--- src/rtl/ps2_device_tx.sv ---
// ps2_device_tx: PS/2 device-side transmitter with an 8-byte FIFO, host inhibit and request-to-send detection
module ps2_device_tx #(
  parameter int HALF_CYCLES = 1000,
  parameter int IDLE_CYCLES = 1250
) (
  input  logic       clock,
  input  logic       reset_n,
  input  logic [7:0] tx_data,
  input  logic       tx_valid,
  output logic       tx_ready,
  output logic [3:0] fifo_count,
  input  logic       ps2_clock_in,
  input  logic       ps2_data_in,
  output logic       ps2_clock_out,
  output logic       ps2_data_out,
  output logic       busy,
  output logic       frame_done,
  output logic       frame_abort,
  output logic       host_rts
);
  localparam int HW = $clog2(HALF_CYCLES + 1);
  localparam int IW = $clog2(IDLE_CYCLES + 1);
  typedef enum logic [2:0] {S_IDLE, S_WAIT_BUS, S_SETUP, S_CLK_LOW, S_END} state_t;
  state_t      state_q;
  logic [1:0]  clk_sync_q, dat_sync_q;
  logic        clk_s, dat_s;
  logic [7:0]  mem_q [8];
  logic [2:0]  wr_q, rd_q;
  logic [3:0]  count_q, count_d;
  logic        push, pop;
  logic [7:0]  head;
  logic [10:0] frame;
  logic [HW-1:0] half_q, low_q;
  logic [IW-1:0] idle_q;
  logic [3:0]  idx_q;
  logic        clk_out_q, dat_out_q, busy_q, done_q, abort_q, rts_q;
  assign clk_s    = clk_sync_q[1];
  assign dat_s    = dat_sync_q[1];
  // The pop slot also frees a place, so a full FIFO can accept a byte on the pop cycle
  assign pop      = (state_q == S_END) && (half_q == HW'(HALF_CYCLES - 1));
  assign tx_ready = (count_q != 4'd8) || pop;
  assign push     = tx_valid && tx_ready;
  assign count_d  = count_q + 4'(push) - 4'(pop);
  assign head     = mem_q[rd_q];
  assign frame    = {1'b1, ~^head, head, 1'b0};
  assign fifo_count    = count_q;
  assign ps2_clock_out = clk_out_q;
  assign ps2_data_out  = dat_out_q;
  assign busy          = busy_q;
  assign frame_done    = done_q;
  assign frame_abort   = abort_q;
  assign host_rts      = rts_q;
  // Two-flop synchronizers; lines idle high so they reset to 1
  always_ff @(posedge clock or negedge reset_n) begin
    if (!reset_n) begin
      clk_sync_q <= 2'b11;
      dat_sync_q <= 2'b11;
    end else begin
      clk_sync_q <= {clk_sync_q[0], ps2_clock_in};
      dat_sync_q <= {dat_sync_q[0], ps2_data_in};
    end
  end
  // FIFO storage needs no reset; occupancy is tracked by the pointers
  always_ff @(posedge clock) begin
    if (push) mem_q[wr_q] <= tx_data;
  end
  // FIFO pointers and occupancy
  always_ff @(posedge clock or negedge reset_n) begin
    if (!reset_n) begin
      wr_q    <= '0;
      rd_q    <= '0;
      count_q <= '0;
    end else begin
      wr_q    <= wr_q + 3'(push);
      rd_q    <= rd_q + 3'(pop);
      count_q <= count_d;
    end
  end
  // Request-to-send: clock held low long enough, then released with data still low
  always_ff @(posedge clock or negedge reset_n) begin
    if (!reset_n) begin
      low_q <= '0;
      rts_q <= 1'b0;
    end else begin
      if (!clk_s) begin
        if (low_q != HW'(HALF_CYCLES)) low_q <= low_q + HW'(1);
      end else if (dat_s) begin
        low_q <= '0;
      end
      rts_q <= (state_q == S_IDLE || state_q == S_WAIT_BUS) && clk_s && !dat_s &&
               (low_q == HW'(HALF_CYCLES));
    end
  end
  // Frame sequencer with registered line drivers and status pulses
  always_ff @(posedge clock or negedge reset_n) begin
    if (!reset_n) begin
      state_q   <= S_IDLE;
      idle_q    <= '0;
      half_q    <= '0;
      idx_q     <= '0;
      clk_out_q <= 1'b1;
      dat_out_q <= 1'b1;
      busy_q    <= 1'b0;
      done_q    <= 1'b0;
      abort_q   <= 1'b0;
    end else begin
      done_q  <= 1'b0;
      abort_q <= 1'b0;
      case (state_q)
        S_IDLE: begin
          if (count_q != 4'd0 && !rts_q) begin
            state_q <= S_WAIT_BUS;
            idle_q  <= '0;
          end
        end
        S_WAIT_BUS: begin
          if (!(clk_s && dat_s)) begin
            idle_q <= '0;
          end else if (idle_q == IW'(IDLE_CYCLES)) begin
            state_q   <= S_SETUP;
            idx_q     <= '0;
            half_q    <= '0;
            dat_out_q <= frame[0];
            busy_q    <= 1'b1;
          end else begin
            idle_q <= idle_q + IW'(1);
          end
        end
        S_SETUP: begin
          if (half_q == HW'(HALF_CYCLES - 1)) begin
            half_q <= '0;
            if (!clk_s && idx_q <= 4'd9) begin
              state_q   <= S_WAIT_BUS;
              idle_q    <= '0;
              dat_out_q <= 1'b1;
              busy_q    <= 1'b0;
              abort_q   <= 1'b1;
            end else begin
              state_q   <= S_CLK_LOW;
              clk_out_q <= 1'b0;
            end
          end else begin
            half_q <= half_q + HW'(1);
          end
        end
        S_CLK_LOW: begin
          if (half_q == HW'(HALF_CYCLES - 1)) begin
            half_q    <= '0;
            clk_out_q <= 1'b1;
            if (idx_q < 4'd10) begin
              idx_q     <= idx_q + 4'd1;
              dat_out_q <= frame[idx_q + 4'd1];
              state_q   <= S_SETUP;
            end else begin
              dat_out_q <= 1'b1;
              state_q   <= S_END;
            end
          end else begin
            half_q <= half_q + HW'(1);
          end
        end
        S_END: begin
          if (half_q == HW'(HALF_CYCLES - 1)) begin
            half_q  <= '0;
            state_q <= S_IDLE;
            busy_q  <= 1'b0;
            done_q  <= 1'b1;
          end else begin
            half_q <= half_q + HW'(1);
          end
        end
        default: state_q <= S_IDLE;
      endcase
    end
  end
endmodule

--- config.mk ---
export PLATFORM = sky130hd
export DESIGN_NAME = ps2_device_tx
export DESIGN_NICKNAME = d
export VERILOG_FILES = /design/src/rtl/ps2_device_tx.sv
export SDC_FILE = /design/constraint.sdc
export NUM_CORES = 1
export LEC_CHECK = 0
export BUFFER_PORTS_ARGS = -buffer_cell sky130_fd_sc_hd__buf_2
export CAP_MARGIN = 10
export CORE_AREA = 4 4 144 146
export DETAILED_ROUTE_END_ITERATION = 10
export DIE_AREA = 0 0 148 150
export GPL_ROUTABILITY_DRIVEN = 0
export PLACE_DENSITY = 0.57
export SYNTH_ARGS = -nofsm -noshare
export SYNTH_HDL_FRONTEND = slang
export SYNTH_SLANG_ARGS = --single-unit
--- constraint.sdc ---
create_clock -name clock -period 2.7 [get_ports clock]
set_clock_uncertainty 0.2 [all_clocks]
set_input_delay 0.675 -clock clock [delete_from_list [all_inputs] [get_ports clock]]
set_output_delay 0.675 -clock clock [all_outputs]
set_load 0.02 [all_outputs]
==> summary.md <==
| Metric | Value |
|---|---|
| Critical path data arrival time | 1.80 ns |
| Clk sink count | 122 |
| Area Growth Syn to Fin | 22.8% |
| Number of routed nets with antenna violations | 0 |
| Global-route wire length before repair | 20200 µm |
| Tcrit/Tclk final | 99.0% |
| Vias in the first global route | 3941 |
| Ratio of cells with drive above 1 in the final layout | 24.6% |
| Worst Setup Start Kind | flip-flop |
| I/O pin count | 24 |
| Die Ht | 150 µm |
| Clock tree buffer depth | 2 |
| Skew-Pair Late Insertion Delay | 0.41 ns |
| Post-synth net total | 500 |
| Worst path top cell family by delay | flip-flops |
| Status | finished clean |
| Worst Setup EP | tx_ready |
| Crit-path slowest cell | dfrtp_1 |
| Asr flop ratio synth | 47.5% |
| Avg WL per Cell | 15.2 µm |
| GRT Util Overall | 11.6% |
| RSZ-0062 raised after global routing | yes |
| Final Hold Fails | 0 |
| Critical path type | reg -> out |
| Yosys warning count | 0 |
| Cell Chain, Critical Path | ha_2, and4_4, nand3_4, o211ai_1, buf_4, buf_6 |
| Critical Path RT | 1.82 ns |
| Post-CTS Hold Buffers | 0 |
| DP HPWL | 8480 µm |
| Die Wd | 148 µm |
| Core Area | 0.0194 mm² |
| Top cell type by total area after synthesis | edfxtp_1 |
| Crit path capture type | output pin |
| Min Tclk post-route | 2.67 ns |
| Pleak | 0.00275 µW |
| Clock H-tree levels | 4 |
| Synth area leaders | edfxtp_1 33%, dfrtp_1 22%, mux4_2 4.7% |
| CP Depth | 6 |
| FP Rows | 51 |
| Worst r2r path cells | 11 |
| Cells after synthesis | 468 |
| Most numerous cell in the Yosys netlist | edfxtp_1 |
| Commonest cells post-synth | 64 x edfxtp_1, 52 x dfrtp_1, 36 x o21ai_0 |
| Pins Over Slew Limit | 0 |
| Worst Path Buf+Inv | 2 |
| Via count | 3911 |
| Initial antenna violation count | 0 |
| Largest net degree at the start of global routing | 26 |
| Max-cap viol count | 0 |
| Port Buffer Count | 23 |
| Setup violators final | 0 |
| Setup WS pre-CTS | 0.0585 ns |
| DR vias/cell | 4.88 |
| CTS tree | yes |
| Net count, final | 556 |
| Total Wirelength | 12200 µm |
| Setup ws final | 0.0265 ns |
| Worst hold slack | 0.00763 ns |
| Total CTS buffers | 17 |
| Max incr delay on CP | 0.39 ns |
| Synthesized area per cell | 12.4 µm² |
| Starting Density | 29.9% |
| Die area | 0.0222 mm² |
| Hold WC Path Type | in -> async |
| Clk pin slew, worst setup/hold paths | 0.06 ns |
| Synthesized area | 0.00579 mm² |
| FF-to-FF End | fifo_count[2] |
| Sequential area share after synthesis | 58.4% |
| Pwr dens | 746 mW/mm² |
| Total grt overflow | 0 |
| TritonRoute pass-1 iters | 4 |
| Critical Path Source | half_q[0] |
| Post-synthesis cell type count | 58 |
| VDD IR-drop max | 0.706 mV |
| Max-slew headroom | 62.3% |
| Number of diodes | 0 |
| Top FF cell, synth | edfxtp_1 |
| FF-to-FF Start | half_q[0] |
| Worst Path Max Fanout | 4 |
| Root Buffer | clkbuf_16 |
| Drc violations | 0 |
| R2R setup slack | 0.12 ns |
| Seq cells post-synth | 122 |
| Worst Tran Pin Value | 0.566 ns |
| Starting DRT DRC Count | 284 |
| Synth top area share | 33.2% |
| Number of synthesized flops with an enable pin | 64 |
| Achievable frequency | 374 MHz |
| Post-Route Setup TNS | 0 ns |
[layout make-up]
class / count / area [µm²]
clock buffers: 17 / 425
clock inverters: 15 / 154
fillers: 1891 / 12300
inverters: 17 / 63.8
multi-input cells: 311 / 2340
flip-flops and latches: 122 / 3380
well taps: 265 / 332
repair buffers: 55 / 415
[placed cells by master (no fill, tap or decap), types with 4 or more instances in the layout]
cell	synthesis	routed
buf_4	2	27
xnor2_1	5	5
a31oi_1	9	9
buf_12	0	4
inv_6	0	6
o31ai_1	10	10
o22ai_1	4	4
nand3_1	20	20
and2_1	4	4
xor2_1	9	9
nor2_1	30	27
o211ai_1	4	4
nand2b_1	8	8
ha_1	18	15
nand2_1	33	31
mux4_2	12	12
edfxtp_1	64	64
nand4_1	6	6
and3_1	10	10
mux2i_1	14	14
a21oi_1	17	16
dfstp_2	6	6
dfrtp_1	52	52
clkbuf_16	0	17
inv_1	17	15
nor3_1	12	11
o21ai_0	36	36
a211oi_1	4	4
nor2_4	1	4
nor2b_1	4	4
buf_2	3	22
[worst min path at each step]
stage / to / slack (ns) / depth (start not counted)
2_1_floorplan: clk_sync_q[1] / 0.15 / 0
3_5_place_dp: dat_sync_q[1] / 0.15 / 0
4_1_cts: rd_q[1] / 0.01 / 1
3_3_place_gp: dat_sync_q[1] / 0.15 / 0
6_report: half_q[5] / 0.008 / 1
5_1_grt: rd_q[0] / 0.04 / 1
[cells by family after synthesis]
| family | share of synthesized area, % |
|---|---|
| flip-flops | 58.4 |
| multiplexers | 7.67 |
| AND/OR/NAND/NOR | 13.4 |
| buffers and inverters | 2.72 |
| XOR/XNOR | 2.92 |
| AO/OA/AOI/OAI | 10.7 |
| adder cells (fa/ha/maj) | 4.24 |
[what timing repair did]
item                       CTS  global route
resized for setup            3             8
setup endpoints to repair    1            29
pin swaps                    3             7
buffers inserted             1             3
[routing by layer]
| layer | GRT usage, % | share of wire (%) | up-vias |
|---|---|---|---|
| li1 | - | - | 1872 |
| met1 | 14.6 | 44 | 1948 |
| met2 | 19.5 | 50 | 74 |
| met3 | 2.82 | 4.0 | 17 |
| met4 | 4.02 | 1.8 | 0 |
| met5 | 0 | 0 | - |
[state kept, by name, indices dropped and copies added (netlist names)]
register	cells
idx_q	4
host_rts	1
ps2_clock_out	1
idle_q	11
clk_sync_q	2
rd_q	3
mem_q	64
dat_sync_q	2
state_q	3
fifo_count	4
wr_q	3
half_q	10
low_q	10
busy	1
frame_abort	1
frame_done	1
ps2_data_out	1
[where the power goes]
group          total (µW)  switching (µW)  internal [µW]
Combinational         770             440            330
Sequential           2330             135           2190
Clock                2210             907           1300
Total                5310            1480           3820
[through the flow]
step | instances | total power [µW] | cell area [µm²] | util [%]
final | 802 | 5310 | 7110 | 36.7
after global routing | 802 | 5530 | 7110 | 36.7
after CTS | 799 | 5310 | 7030 | 36.2
after detailed placement | 766 | 3080 | 6430 | 33.2
after global placement | 766 | 3030 | 6430 | 33.2
after floorplan | 468 | 2780 | 5850 | -
No activity file was read; power rests on OpenSTA's default activity.
